`config.mk`:
```
export PLATFORM = sky130hd
export DESIGN_NAME = host_req_tag_tracker
export DESIGN_NICKNAME = d
export VERILOG_FILES = /design/src/rtl/host_req_tag_tracker.sv
export SDC_FILE = /design/constraint.sdc
export NUM_CORES = 1
export LEC_CHECK = 0
export CORE_ASPECT_RATIO = 2
export CORE_MARGIN = 5
export CORE_UTILIZATION = 40
export CTS_CLUSTER_SIZE = 20
export DETAILED_ROUTE_END_ITERATION = 7
export DONT_BUFFER_PORTS = 1
export GPL_ROUTABILITY_DRIVEN = 0
export PLACE_DENSITY = 0.65
export SYNTH_ARGS = -nofsm -noshare
export SYNTH_HDL_FRONTEND = slang
export SYNTH_SLANG_ARGS = --single-unit
```
`constraint.sdc`:
```
create_clock -name clk -period 5.1 [get_ports clk]
set_clock_uncertainty 0.15 [all_clocks]
set_input_delay 0.765 -clock clk [delete_from_list [all_inputs] [get_ports clk]]
set_output_delay 0.765 -clock clk [all_outputs]
set_load 0.1 [all_outputs]
```
`src/rtl/host_req_tag_tracker.sv`:
```
// Host request tag tracker: allocates host tags to L2 stream requests and maps host responses back to stream IDs.
// Optional HOST_REQ_TAG_CHECK_EN: drop responses for unallocated tags and raise a sticky o_err.
module host_req_tag_tracker #(
   parameter int addr_width   = 64,
   parameter int nstrms       = 64,
   parameter int nstrms_width = $clog2(nstrms),
   parameter int ntags        = 32,
   parameter int tag_width    = $clog2(ntags)
) (
   input  logic                    clk,
   input  logic                    reset,
   input  logic                    i_req_v,
   output logic                    i_req_r,
   input  logic [nstrms_width-1:0] i_req_sid,
   input  logic [addr_width-1:0]   i_req_ea,
   output logic                    o_host_v,
   input  logic                    o_host_r,
   output logic [tag_width-1:0]    o_host_tag,
   output logic [addr_width-1:0]   o_host_ea,
   input  logic                    i_host_v,
   output logic                    i_host_r,
   input  logic [tag_width-1:0]    i_host_tag,
   output logic                    o_rsp_v,
   input  logic                    o_rsp_r,
   output logic [nstrms_width-1:0] o_rsp_sid,
   output logic [tag_width:0]      o_cnt,
   output logic                    o_err
);

   localparam int cnt_w = tag_width + 1;

   // Handshakes: a transfer happens in a cycle where valid and ready are both high;
   // valid, once raised, holds with stable payload until the transfer.
   logic [ntags-1:0]        free;
   logic [nstrms_width-1:0] sid_tbl [ntags];
   logic [tag_width-1:0]    alloc_tag;
   logic [ntags-1:0]        alloc_mask;
   logic [ntags-1:0]        rel_mask;
   logic                    any_free;
   logic                    req_fire;
   logic                    host_fire;
   logic                    rel_ok;
   logic                    rsp_load;

   // Lowest-index free tag wins.
   always_comb begin
      alloc_tag = '0;
      for (int i = ntags - 1; i >= 0; i--) begin
         if (free[i]) alloc_tag = tag_width'(i);
      end
   end

   assign any_free  = |free;
   assign i_req_r   = (~o_host_v | o_host_r) & any_free & ~reset;
   assign i_host_r  = ~o_rsp_v | o_rsp_r;
   assign req_fire  = i_req_v & i_req_r;
   assign host_fire = i_host_v & i_host_r;

`ifdef HOST_REQ_TAG_CHECK_EN
   assign rel_ok = ~free[i_host_tag];
`else
   assign rel_ok = 1'b1;
`endif

   assign rsp_load = host_fire & rel_ok;

   always_comb begin
      alloc_mask = '0;
      rel_mask   = '0;
      if (req_fire) alloc_mask[alloc_tag] = 1'b1;
      if (rsp_load) rel_mask[i_host_tag] = 1'b1;
   end

   // Table holds stale entries after reset; only allocated tags are ever read legally.
   always_ff @(posedge clk) begin
      if (req_fire) sid_tbl[alloc_tag] <= i_req_sid;
   end

   always_ff @(posedge clk) begin
      if (reset) begin
         free       <= '1;
         o_host_v   <= 1'b0;
         o_host_tag <= '0;
         o_host_ea  <= '0;
         o_rsp_v    <= 1'b0;
         o_rsp_sid  <= '0;
         o_cnt      <= '0;
      end else begin
         // Allocation sees the pre-update free vector, so a tag released this cycle is not reused until the next.
         free <= (free & ~alloc_mask) | rel_mask;

         if (req_fire) begin
            o_host_v   <= 1'b1;
            o_host_tag <= alloc_tag;
            o_host_ea  <= i_req_ea;
         end else if (o_host_r) begin
            o_host_v <= 1'b0;
         end

         if (rsp_load) begin
            o_rsp_v   <= 1'b1;
            o_rsp_sid <= sid_tbl[i_host_tag];
         end else if (o_rsp_r) begin
            o_rsp_v <= 1'b0;
         end

         case ({req_fire, rsp_load})
            2'b10:   o_cnt <= o_cnt + cnt_w'(1);
            2'b01:   o_cnt <= o_cnt - cnt_w'(1);
            default: o_cnt <= o_cnt;
         endcase
      end
   end

`ifdef HOST_REQ_TAG_CHECK_EN
   always_ff @(posedge clk) begin
      if (reset) begin
         o_err <= 1'b0;
      end else if (host_fire & ~rel_ok) begin
         o_err <= 1'b1;
      end
   end
`else
   assign o_err = 1'b0;
`endif

endmodule

```
# == After elaboration in Yosys (flattened, before gate mapping) ==
# Memory sizes are Yosys's and may differ from the RTL's. A register that Yosys moved wholly into a read port is not among the register bits.
# Index checks and enable logic that the tools add are counted.
# word_totals
regBits,109
ram_bits,192
inputBits,81
wordCells,78
rom_bits,0
memories,1
latchBits,0
# mem_list
name,words,width,rd,rd_clocked_by_memory_dff,wr,line_no,source
sid_tbl,32,6,1,1,1,35,logic [nstrms_width-1:0] sid_tbl [ntags];
# op_classes
multipliers,0
n_bitwise,12
n_reduce_logical,6
n_div,0
addsub,2
eq_ne,2
n_lt_le_gt_ge,4
mux,45
shifts,0
# ops
op,n
$mux W5,32
$mux W32,2
$and A32 B32 Y32,1
$not A32 Y32,1
$or A32 B32 Y32,1
$reduce_or A32 Y1,1
$lt A5 B6 Y1 const B,2
$pmux W6 S2,1
$demux W1 S5,2
$ge A5 B1 Y1 const B,2
$mux W1,8
$add A6 B1 Y6 const B,1
$reduce_bool A2 Y1,3
$sub A6 B1 Y6 const B,1
$and A1 B1 Y1,4
$not A1 Y1,3
$eq A2 B1 Y1 const B,1
$eq A2 B2 Y1 const B,1
$logic_and A1 B1 Y1,2
$or A1 B1 Y1,2

# == Longest topological paths before layout ==
# Gate-level depths: netlist (run 1).
# depth
word_depth,40
depth_mapped,16
ltp_nobuf,13

# == Worst setup path before layout (run 1) ==
# OpenSTA, ideal clock, no wires.
# synth_path
kind,register to register
from,reg o_rsp_v
to,reg o_cnt[5]
setup_ps,128
setup_slack_ps,897
required_time_ps,4822
path_stages_with_launch,12
arrival_ps,3926
path_cell_list,dfxtp_1 -> nand2b_1 -> nand2_1 -> clkinv_1 -> ha_1 -> ha_1 -> a21o_1 -> a21oi_1 -> nand4b_1 -> nand4_1 -> xnor2_1 -> nor2_1
# synth_via
elab_chain_len,5
# synth_lines
item,line_no,source
"start, declared",23,"output logic o_rsp_v,"
"start signal, assigned",85,o_rsp_v <= 1'b0;
"start signal, assigned",101,o_rsp_v <= 1'b1;
"start signal, assigned",104,o_rsp_v <= 1'b0;
$not A1 Y1 *,55,assign i_host_r = ~o_rsp_v | o_rsp_r;
$or A1 B1 Y1 *,55,
named net i_host_r,21,"output logic i_host_r,"
$and A1 B1 Y1 *,57,assign host_fire = i_host_v & i_host_r;
named net host_fire,41,logic host_fire;
$eq A2 B1 Y1 / $eq A2 B2 Y1 (equally long branches),107,"case ({req_fire, rsp_load})"
$pmux W6 S2 / $reduce_bool A2 Y1 (equally long branches),n/a,
"end signal, assigned",108,2'b10: o_cnt <= o_cnt + cnt_w'(1);
"end signal, assigned",109,2'b01: o_cnt <= o_cnt - cnt_w'(1);
"end signal, assigned",110,default: o_cnt <= o_cnt;
"end, declared",26,"output logic [tag_width:0] o_cnt,"
# The timed path passes the listed nets; every way through them passes the cells marked *.
# A chain may end at the register's enable or synchronous reset.

# == Worst setup path in the final report (run 1) ==
# layout_path
from,reg free[6]
to,reg o_cnt[5]
# layout_via
elab_chain_len,6
# layout_lines
item,line_no,source
"start, declared",34,logic [ntags-1:0] free;
"start signal, assigned",90,free <= (free & ~alloc_mask) | rel_mask;
$reduce_or A32 Y1 *,53,assign any_free = |free;
$and A1 B1 Y1 * (2 in series),54,assign i_req_r = (~o_host_v | o_host_r) & any_free & ~reset;
$and A1 B1 Y1 *,56,assign req_fire = i_req_v & i_req_r;
$eq A2 B1 Y1 / $eq A2 B2 Y1 (equally long branches),107,
$pmux W6 S2 / $reduce_bool A2 Y1 (equally long branches),n/a,
# Every way passes the cells marked *; elsewhere a longest branch is shown, timed or not.

==> results of run 1 <==
cell usage in the layout (no fill, tap or decap), types with 11 or more instances in the layout:
cell type,count
a21oi_1,85
a221o_1,15
a221oi_1,14
buf_4,11
clkbuf_16,27
dfxtp_1,115
edfxtp_1,192
inv_1,18
mux4_2,47
nand2_1,164
nand3_1,14
nor2_1,68
nor3_1,17
o21ai_0,16
routing by layer:
metal	GRT usage	vias up	part of all wire
met4	0.08211	0	0.046
met1	0.1706	3801	0.32
met2	0.3408	341	0.56
li1	-	3591	-
met5	0	-	0
met3	0.03995	87	0.076
flip-flops by register name (all words and copies together), names as in the netlist:
| name | flops |
|---|---|
| free | 32 |
| o_cnt | 6 |
| o_host_ea | 64 |
| o_host_tag | 5 |
| o_host_v | 1 |
| o_rsp_sid | 6 |
| o_rsp_v | 1 |
| sid_tbl | 192 |
path summary, 6_finish.rpt:
path | startpoint | to | slack [ns] | cells past startpoint
worst min-delay path | reset | o_host_ea[6] | 0.14 | 1
worst max register to register | free[6] | o_cnt[5] | 1.65 | 12
worst min register to register | free[26] | free[26] | 0.38 | 2
worst max-delay path | free[6] | o_cnt[5] | 1.65 | 12
cell families (layout without fill, tap and decap cells):
kind of cell / count (synthesis) / in the layout / synth area share
xor gates and xnor gates: 5 / 5 / 0.003521
muxes: 61 / 61 / 0.09677
and+or+nand+nor: 319 / 319 / 0.1146
adders and majority gates: 6 / 6 / 0.006639
buffers and inverters: 76 / 79 / 0.02746
AOI/OAI and AO/OA: 192 / 192 / 0.1021
other: 1 / 1 / 0.0003015
DFF: 307 / 307 / 0.6486
cell type report:
cell class	count	area share
Multi-Input combinational cell	584	0.2968
Tap cell	372	0.03428
Clock buffer	33	0.05141
Inverter	20	0.005621
Clock inverter	15	0.01170
Timing Repair Buffer	11	0.006081
Sequential cell	307	0.5941
report_power, final:
part	total, uW	switching, uW	internal [uW]
sequential	2980	303	2670
combinational	242	139	103
clock	2020	891	1130
through the flow:
| stage | hold WS [ns] | power (uW) | std cells |
|---|---|---|---|
| 6_report | 0.1429 | 5235 | 1342 |
| 5_1_grt | 0.1225 | 5400 | 1342 |
| 4_1_cts | 0.1149 | 5288 | 1342 |
| 3_5_place_dp | 0.3595 | 3277 | 1294 |
| 3_3_place_gp | 0.3574 | 3272 | 1294 |
| 2_1_floorplan | 0.3284 | 3246 | 967 |
==> impl_results.md, run 1 <==
* Final Cell Area at 0.01358 mm2
* Post-synth EDFFs at 192
* CP delay by family, top: simple AND/OR/NAND/NOR gates
* RSZ-0062 raised after global routing: false
* CTS Buf Count at 26
* Placed inst area at 0.01272 mm2
* Pwr/cell area at 385.5 mW/mm2
* Syn Inst Count at 967
* Most frequent cell after synthesis: edfxtp_1
* Share of cells above drive strength 1 at 0.1144
* Worst-margin pin slew at 1.255 ns
* Crit-path cells: nor4_1 -> nand4_1 -> o21a_2 -> clkinv_2 -> ha_1 -> ha_1 -> a21o_1 -> a21oi_1 -> nand4b_1 -> nand4_1 -> xnor2_1 -> nor2_1
* Gr ovfl total at 0
* Remaining DRCs at 0
* Pin count of the biggest net entering global routing at 118
* Root Driver: clkbuf_16
* Starting DRC count in detailed routing at 668
* Vias post-DR at 7820
* Slew Limit Fails at 0
* Setup TNS at 0 ns
* Fmax achieved at 0.2901 GHz
* Die Width at 134.7 um
* Ys flop type: edfxtp_1
* Post-cts resize count at 0
* Critical Path AT at 3.73 ns
* Final worst path period share at 0.6760
* Clock-pin slew on the worst setup and hold paths at 0.07 ns
* Req. time, crit path at 5.38 ns
* Distinct cells, synth at 62
* Initial antenna violation count at 0
* CP Max Fanout at 7
* Layout area overhead at 9.174%
* Syn Nets at 1054
* Num ports at 167
* Hold Crit Class: primary input to register
* DIE HEIGHT at 259.4 um
* Final WL at 31.25 mm
* Final setup fails at 0
* Filler cells at 2707
* Clock buffer depth at 3
* Status: complete, no violations
* Register area at 0.008068 mm2
* Final net count at 1037
* Core Util, Final at 0.4417
* CTS tree: built
* VDD IR max at 0.0002620 V
* CTS Hold Bufs at 0
* Crit Path Category: register to register
* Vias per cell at 5.827
* Initial Util at 0.4046
* N_diodes at 0
* Asr flop ratio synth at 0
* Post-synth top area cell: edfxtp_1
* Max-slew headroom at 0.1572
* Worst-Skew Late Latency at 0.55 ns
* H-Tree Depth at 1
* DRT Pass-1 Iters at 5
* Synthesized area per cell at 12.86 um2
* WP buf/inv at 1
* Crit-path max cell delay at 0.53 ns
* Die ar. at 0.03494 mm2
* IO Port Bufs at 0
* Core Rows at 91
* Top-area cell type share of the netlist area at 0.4635
* Worst path slowest cell: nor4_1
* Leak at 0.004374 uW
* # Post-CTS Setup Buffers at 0
* Seq/Total Area, Yosys at 0.6486
* Drt wl/cell at 23.29 um
* Antenna Violating Nets Remaining at 0
* First-pass GRT wire length at 47.29 mm
* Hold Violations, Final at 0
* Post-synth top cells: edfxtp_1, nand2_1, dfxtp_1, a21oi_1, nor2_1
* Core Area at 0.03074 mm2
* Max-Cap Viols at 0
* Startpoint types: register
* Final worst slack at 1.652 ns
* Post-Place Setup Slack at 1.679 ns
* Dominant cells by area after synthesis: edfxtp_1, dfxtp_1, mux4_2
* Tmin final at 3.448 ns
* Ys Warns at 0
* GRT Util Overall at 0.1755
* Area taken by multi-input logic gates at 0.004030 mm2
* Dpl hpwl at 21.94 mm
* #FFs+latches synth at 307
* Vias in the first global route at 7927
* Cell Area, Synth at 0.01244 mm2
* Worst setup EP type: register
* # clock sinks at 307
(Power assumes the default switching activity.)
==> inputs of run 2 (changes only) <==
--- a/config.mk
+++ b/config.mk
@@ -12,7 +12,7 @@
 export DETAILED_ROUTE_END_ITERATION = 7
 export DONT_BUFFER_PORTS = 1
 export GPL_ROUTABILITY_DRIVEN = 0
-export PLACE_DENSITY = 0.65
+export PLACE_DENSITY = 0.67
 export SYNTH_ARGS = -nofsm -noshare
 export SYNTH_HDL_FRONTEND = slang
 export SYNTH_SLANG_ARGS = --single-unit
==> constraint.sdc (replaced) <==
create_clock -name clk -period 2.9 [get_ports clk]
set_clock_uncertainty 0.15 [all_clocks]
set_input_delay 0.435 -clock clk [delete_from_list [all_inputs] [get_ports clk]]
set_output_delay 0.435 -clock clk [all_outputs]
set_load 0.1 [all_outputs]
==> impl_results.md, run 2 (same netlist as run 1, synthesis figures left out) <==
* Status: finished with violations
* Failing checks: hold timing
* Core Util, Final at 0.4910 (+0.04925)
* Antenna Violating Nets Remaining at 0 (unchanged)
* Hold path depth at 1 (unchanged)
* RSZ-0062 raised after global routing: true
* Tmin final at 2.884 ns (-0.5632 ns)
* Max-slew headroom at 0.2325 (+0.07532)
* Slew Limit Fails at 0 (unchanged)
* Critical Path AT at 2.99 ns (-0.74 ns)
* Layout area overhead at 21.35%
* R2r endpoint: sid_tbl[1][0]
* Switching Share at 0.2518 (-0.002677)
* Initial antenna violation count at 1 (+1)
* Met2 WL at 18.06 mm (+2.8%)
* VDD IR max at 0.0003872 V (+48%)
* Worst-Skew Late Latency at 0.55 ns (about the same)
* DIE HEIGHT at 259.4 um (unchanged)
* Worst-margin pin slew at 1.148 ns (-0.1071 ns)
* WL met1 at 10.70 mm (+8.5%)
* Hold Violations, Final at 82 (+82)
* DRT Pass-1 Iters at 6 (+1)
* Die ar. at 0.03494 mm2 (unchanged)
* Register share of total power at 0.518 (-0.051)
* Biggest regs: sid_tbl: 192 flops, o_host_ea: 64 flops, free: 32 flops
* CP Max Fanout at 7 (unchanged)
* Sw power at 2460 uW (+85%)
* First-pass GRT wire length at 49.71 mm (+5.1%)
* Vias post-DR at 8515 (+8.9%)
* Register-to-Register Path Depth at 8 (-4)
* Most common cell after layout, fill and taps aside: edfxtp_1
* Pin count of the biggest net entering global routing at 118 (unchanged)
* Gate power share at 0.079 (+0.033)
* Clock share of power at 0.403 (+0.018)
* Gr ovfl total at 0 (unchanged)
* R2R Setup Slk at 0.02 ns (-1.64 ns)
* Clock buffer depth at 3 (unchanged)
* Share of cells above drive strength 1 at 0.2068 (+0.09240)
* CTS Buf Count at 26 (unchanged)
* Starting DRC count in detailed routing at 603 (-9.7%)
* N_diodes at 0 (unchanged)
* IO Port Bufs at 0 (unchanged)
* Final net count at 1179 (+14%)
* H-Tree Depth at 1 (unchanged)
* Final setup fails at 0 (unchanged)
* Max FFs per register at 192 (unchanged)
* Die Width at 134.7 um (unchanged)
* Drt wl/cell at 22.41 um (-3.8%)
* Dpl hpwl at 22.99 mm (+4.8%)
* Final worst path period share at 0.9946 (+0.3186)
* Int Power at 7312 uW (+87%)
* Vias in the first global route at 8665 (+9.3%)
* Clock-pin slew on the worst setup and hold paths at 0.07 ns (about the same)
* GRT Util Overall at 0.1846 (+0.009053)
* Pwr/cell area at 647.5 mW/mm2 (+68%)
* Hold Crit Class: primary input to register
* Num ports at 167 (unchanged)
* Biggest register: sid_tbl
* Leak at 0.005165 uW (+18%)
* Core Rows at 91 (unchanged)
* Hold slack at -0.1905 ns (-0.3334 ns)
* Crit Path Category: register to register
* Root Driver: clkbuf_16
* Worst setup EP type: register
* Fmax achieved at 0.3467 GHz (+20%)
* Req. time, crit path at 3.01 ns (-2.37 ns)
* # clock sinks at 307 (unchanged)
* Initial Util at 0.4046 (unchanged)
* Max-Cap Viols at 0 (unchanged)
* Core Area at 0.03074 mm2 (unchanged)
* Final WL at 33.26 mm (+6.4%)
* Filler cells at 2609 (-3.6%)
* Setup crit start: free[14]
* Worst setup path end: sid_tbl[1][0]
* Vias per cell at 5.738 (-1.5%)
* Worst r2r src: free[14]
* Setup TNS at 0 ns (unchanged)
* Uppermost layer routed: met4
* Startpoint types: register
* Met3 wire length at 2.228 mm (-5.9%)
* Remaining DRCs at 0 (unchanged)
* CTS tree: built
* Overall power at 9773 uW (+87%)
* Commonest non-fill, non-tap cells in the layout: edfxtp_1, nand2_1, dfxtp_1, buf_4, a21oi_1
run 2: cell count changes in the layout (fill, tap and decap cells not counted), sizes merged:
cell and change:
buf +91, inv +1, clkinvlp -3, dlymetal6s4s +1, clkbuf +1, bufinv +1
dlygate4sd3 +50
run 2: power by group through the flow:
stage	sequential, uW	combinational [uW]	clock [uW]
floorplan	5320	398	0
global placement	5160	645	0
detailed placement	5160	656	0
CTS	5060	740	4030
global route	5070	826	4200
finish	5060	772	3940
run 2: per-stage QoR:
step                      instances  worst slack (ns)  cell area, um2
final                          1484           0.01560           15090
after global routing           1484          -0.07931           15090
after CTS                      1458          0.005209           14790
after detailed placement       1379          -0.09256           13410
after global placement         1379          -0.06355           13410
after floorplan                 967          -0.05123           12490
run 2: how the worst min path moves through the flow:
stage,startpoint,end
global route,reset,o_host_ea[6]
floorplan,free[27],free[27]
CTS,reset,o_host_ea[5]
global placement,o_host_ea[58],o_host_ea[58]
finish,reset,o_host_ea[5]
detailed placement,o_host_ea[58],o_host_ea[58]
run 2: timing repair:
action / CTS / global route
endpoints found under the setup margin: 50 / 36
buffers inserted: 0 / 1
resized for setup: 5 / 11
gates cloned: 0 / 0
hold buffers: 31 / 25
pin swaps: 0 / 8
endpoints found under the hold margin: 307 / 89
run 2: layout make-up:
| type | instances | area (um2) | share of cell area |
|---|---|---|---|
| clock buffer | 34 | 795.8 | 0.05272 |
| clock inverter | 14 | 207.7 | 0.01376 |
| inverter | 20 | 80.08 | 0.005305 |
| multi-input combinational | 584 | 4125 | 0.2733 |
| sequential | 307 | 8078 | 0.5352 |
| tap | 372 | 465.4 | 0.03084 |
| timing repair buffer | 153 | 1341 | 0.08887 |
run 2: layer usage:
layer,vias up,GRT usage
met5,-,0
met4,0,0.1135
met3,117,0.03646
met2,374,0.3553
met1,4145,0.1736
li1,3879,-
run 2: worst max-delay path, cell delays in order (launching register included):
cell and delay, ns:
dfxtp_1 0.37, nor4_2 0.35, buf_4 0.18, o21ai_0 0.16, and4_1 0.28, a21o_1 0.28, o31a_2 0.43, nor3_1 0.21
buf_4 0.19
==> inputs of run 3 (changes only) <==
--- a/config.mk
+++ b/config.mk
@@ -5,14 +5,15 @@
 export SDC_FILE = /design/constraint.sdc
 export NUM_CORES = 1
 export LEC_CHECK = 0
+export ABC_AREA = 1
 export CORE_ASPECT_RATIO = 2
 export CORE_MARGIN = 5
-export CORE_UTILIZATION = 40
+export CORE_UTILIZATION = 56
 export CTS_CLUSTER_SIZE = 20
 export DETAILED_ROUTE_END_ITERATION = 7
 export DONT_BUFFER_PORTS = 1
 export GPL_ROUTABILITY_DRIVEN = 0
-export PLACE_DENSITY = 0.67
+export PLACE_DENSITY = 0.85
 export SYNTH_ARGS = -nofsm -noshare
 export SYNTH_HDL_FRONTEND = slang
 export SYNTH_SLANG_ARGS = --single-unit
==> impl_results.md, run 3 <==
* Final worst slack at -0.5442 ns (-0.5598 ns)
* Asr flop ratio synth at 0 (unchanged)
* Commonest non-fill, non-tap cells in the layout: nand2_1, edfxtp_1, a21oi_1, dfxtp_1, dlygate4sd3_1
* Pin count of the biggest net entering global routing at 105 (-11%)
* Max-Cap Viols at 0 (unchanged)
* Crit-path cells: nor2_1 -> inv_1 -> buf_4 -> a311oi_2 -> o31ai_1 -> o21ai_1 -> nand2_1 -> nand2_1 -> nand2_1 -> nand2_1 -> nand2_1 -> nand2_1 -> nand2_1 -> nand2_2 -> nand3_2 -> nand3_4 -> buf_12 -> nand4_1 -> inv_2
* Register share of total power at 0.534 (+0.016)
* Gr ovfl total at 0 (unchanged)
* Startpoint types: register
* Leak at 0.006082 uW (+18%)
* Met3 GRT Util at 0.06859 (+0.03213)
* Num ports at 167 (unchanged)
* Pwr/cell area at 606.8 mW/mm2 (-6.3%)
* Core Rows at 76 (-16%)
* DRT Pass-1 Iters at 6 (unchanged)
* Status: finished with violations
* CTS Buf Count at 25 (-3.8%)
* Critical Path AT at 3.54 ns (+0.55 ns)
* First-pass GRT wire length at 57.13 mm (+15%)
* GRT Util Overall at 0.3028 (+0.1182)
* Multiplexer area fraction after synthesis at 0 (-0.09677)
* Hold Violations, Final at 1 (-99%)
* Core Area at 0.02140 mm2 (-30%)
* Max FFs per register at 192 (unchanged)
* Synth Area in Adders at 0.006829 (+0.0001903)
* Biggest register: sid_tbl
* Crit Path Category: register to register
* Busiest layer in global routing: met2
* CP delay by family, top: simple AND/OR/NAND/NOR gates
* #FFs+latches synth at 307 (unchanged)
* Complex-gate fraction of the synthesized area at 0.1266 (+0.02445)
* VDD IR max at 0.0005271 V (+36%)
* Gate power share at 0.103 (+0.024)
* Share of cells above drive strength 1 at 0.2074 (+0.0005455)
* CTS tree: built
* Final WL at 43.17 mm (+30%)
* Dpl hpwl at 23.40 mm (+1.8%)
* # clock sinks at 307 (unchanged)
* Most used cell along the critical path: nand2_1
* WP buf/inv at 4 (+2)
* Clock-pin slew on the worst setup and hold paths at 0.07 ns (about the same)
* Clock buffer depth at 3 (unchanged)
* N_diodes at 0 (unchanged)
* Syn Inst Count at 1134 (+17%)
* IO Port Bufs at 0 (unchanged)
* Int Power at 6915 uW (-5.4%)
* Top-area cell type share of the netlist area at 0.4768 (+0.01329)
* Worst setup EP type: register
* Worst-margin pin slew at 1.077 ns (-0.07061 ns)
* Ys flop type: edfxtp_1
* GR Util met1 at 0.3115 (+0.1379)
* Failing checks: hold timing, setup timing
* Req. time, crit path at 2.99 ns (-0.02 ns)
* Seq/Total Area, Yosys at 0.6672 (+0.01859)
* Final net count at 1424 (+21%)
* Fmax achieved at 0.2903 GHz (-16%)
* Slew Limit Fails at 0 (unchanged)
* Starting DRC count in detailed routing at 1342 (+120%)
* Largest family of logic cells by synthesized area: simple AND/OR/NAND/NOR gates
* Most common cell after layout, fill and taps aside: nand2_1
* Antenna Violating Nets Remaining at 0 (unchanged)
* Simple-Gate Fraction of Synth Area at 0.1461 (+0.03153)
* Final worst path period share at 1.188 (+0.1930)
* Most frequent cell after synthesis: nand2_1
* Sw power at 2663 uW (+8.2%)
* H-Tree Depth at 1 (unchanged)
* Distinct cells, synth at 37 (-40%)
* Initial antenna violation count at 0 (-1)
* Post-synth top cells: nand2_1, edfxtp_1, dfxtp_1, a21oi_1, inv_1
* Setup TNS at -87.50 ns (-87.50 ns)
* Die ar. at 0.02481 mm2 (-29%)
* Post-Place Setup Slack at -0.2783 ns (-0.1857 ns)
* Area share of xor/xnor cells in the synthesized design at 0.002173 (-0.001348)
* RSZ-0062 raised after global routing: true
* Worst path slowest cell: dfxtp_4
* Remaining DRCs at 0 (unchanged)
* Vias post-DR at 10645 (+25%)
* Hold Crit Class: primary input to register
* Final Cell Area at 0.01578 mm2 (+4.6%)
* Placed inst area at 0.01317 mm2 (-1.8%)
* Ys Warns at 0 (unchanged)
* Overall power at 9577 uW (-2.0%)
* Final setup fails at 231 (+231)
* Hold slack at -0.01180 ns (+0.1787 ns)
* Die Width at 113.9 um (-15%)
* Syn Nets at 1221 (+16%)
* Layout area overhead at 30.54%
* Dominant cells by area after synthesis: edfxtp_1, dfxtp_1, nand2_1
* Synthesized area per cell at 10.66 um2 (-17%)
* Max-slew headroom at 0.2804 (+0.04789)
* Post-synth EDFFs at 192 (unchanged)
* Switching Share at 0.2780 (+0.02625)
* Post-synth top area cell: edfxtp_1
* Initial Util at 0.5651 (+0.1605)
* Biggest regs: sid_tbl: 192 flops, o_host_ea: 64 flops, free: 32 flops
* DIE HEIGHT at 217.8 um (-16%)
* Vias per cell at 6.539 (+14%)
* Crit-path max cell delay at 0.35 ns (-0.08 ns)
* Vias in the first global route at 10156 (+17%)
* Drt wl/cell at 26.52 um (+18%)
* Worst-Skew Late Latency at 0.56 ns (about the same)
* CP Max Fanout at 8 (+1)
* Root Driver: clkbuf_16
* Tmin final at 3.444 ns (+0.5598 ns)
* Met2 Resource Use GR at 0.5295 (+0.1742)
* Cell Area, Synth at 0.01209 mm2 (-2.8%)
* Clock share of power at 0.362 (-0.041)
[run 3: cell count changes in the layout (fill, tap and decap cells not counted), sizes merged, moves of 31 or more]
cell,previous run,this run
nand2,164,315
a22oi,4,84
inv,19,98
dlygate4sd3,50,99
mux4,47,0
nor2,68,37
[run 3: path summary, 6_finish.rpt]
| path | startpoint | end | slack [ns] | cells past startpoint |
|---|---|---|---|---|
| setup / recovery | free[31] | sid_tbl[9][0] | -0.54 | 19 |
| hold / removal | i_req_ea[35] | o_host_ea[35] | -0.01 | 2 |
| setup reg to reg | free[31] | sid_tbl[9][0] | -0.54 | 19 |
| hold reg to reg | free[23] | free[23] | 0.32 | 2 |
[run 3: logic make-up (layout without fill, tap and decap cells)]
logic type / count (synthesis) / after routing
AOI/OAI and AO/OA: 245 / 245
xor gates and xnor gates: 3 / 3
adders and majority gates: 6 / 6
buffers and inverters: 157 / 377
DFF: 307 / 307
other: 1 / 1
and+or+nand+nor: 415 / 416
[run 3: cell type report]
class                   instances  area, um2
clock buffers                  30      644.4
clock inverters                15      153.9
fillers                      1179       5612
inverters                     103      494.2
multi-input cells             671       3815
flip-flops and latches        307       8082
well taps                     273      341.6
repair buffers                228       2247
repair inverters                1      6.256
[run 3: per-layer routing]
metal  vias to the layer above  part of all wire
li1                       4353                 -
met1                      4957              0.29
met2                      1053              0.48
met3                       282              0.12
met4                         0             0.098
met5                         -                 0
[run 3: power by group through the flow]
stage	Clock [uW]	Sequential (uW)	Combinational [uW]
3_5_place_dp	0	5210	687
5_1_grt	3640	5120	1040
6_report	3470	5120	988
3_3_place_gp	0	5210	668
2_1_floorplan	0	5320	377
4_1_cts	3380	5120	815
[run 3: timing repair]
| action | CTS | global route |
|---|---|---|
| pin swaps | 12 | 20 |
| resized for setup | 75 | 84 |
| hold buffers | 42 | 64 |
| gates cloned | 2 | 1 |
| setup buffers | 4 | 15 |
| hold endpoints to repair | 294 | 66 |
| setup endpoints to repair | 208 | 229 |
[run 3: per-stage QoR]
stage	hold slack (ns)	util	cells
2_1_floorplan	0.2686	-	1134
3_3_place_gp	0.2824	0.6157	1458
3_5_place_dp	0.2900	0.6157	1458
4_1_cts	-0.1969	0.6854	1549
5_1_grt	0.003292	0.7377	1628
6_report	-0.01180	0.7377	1628
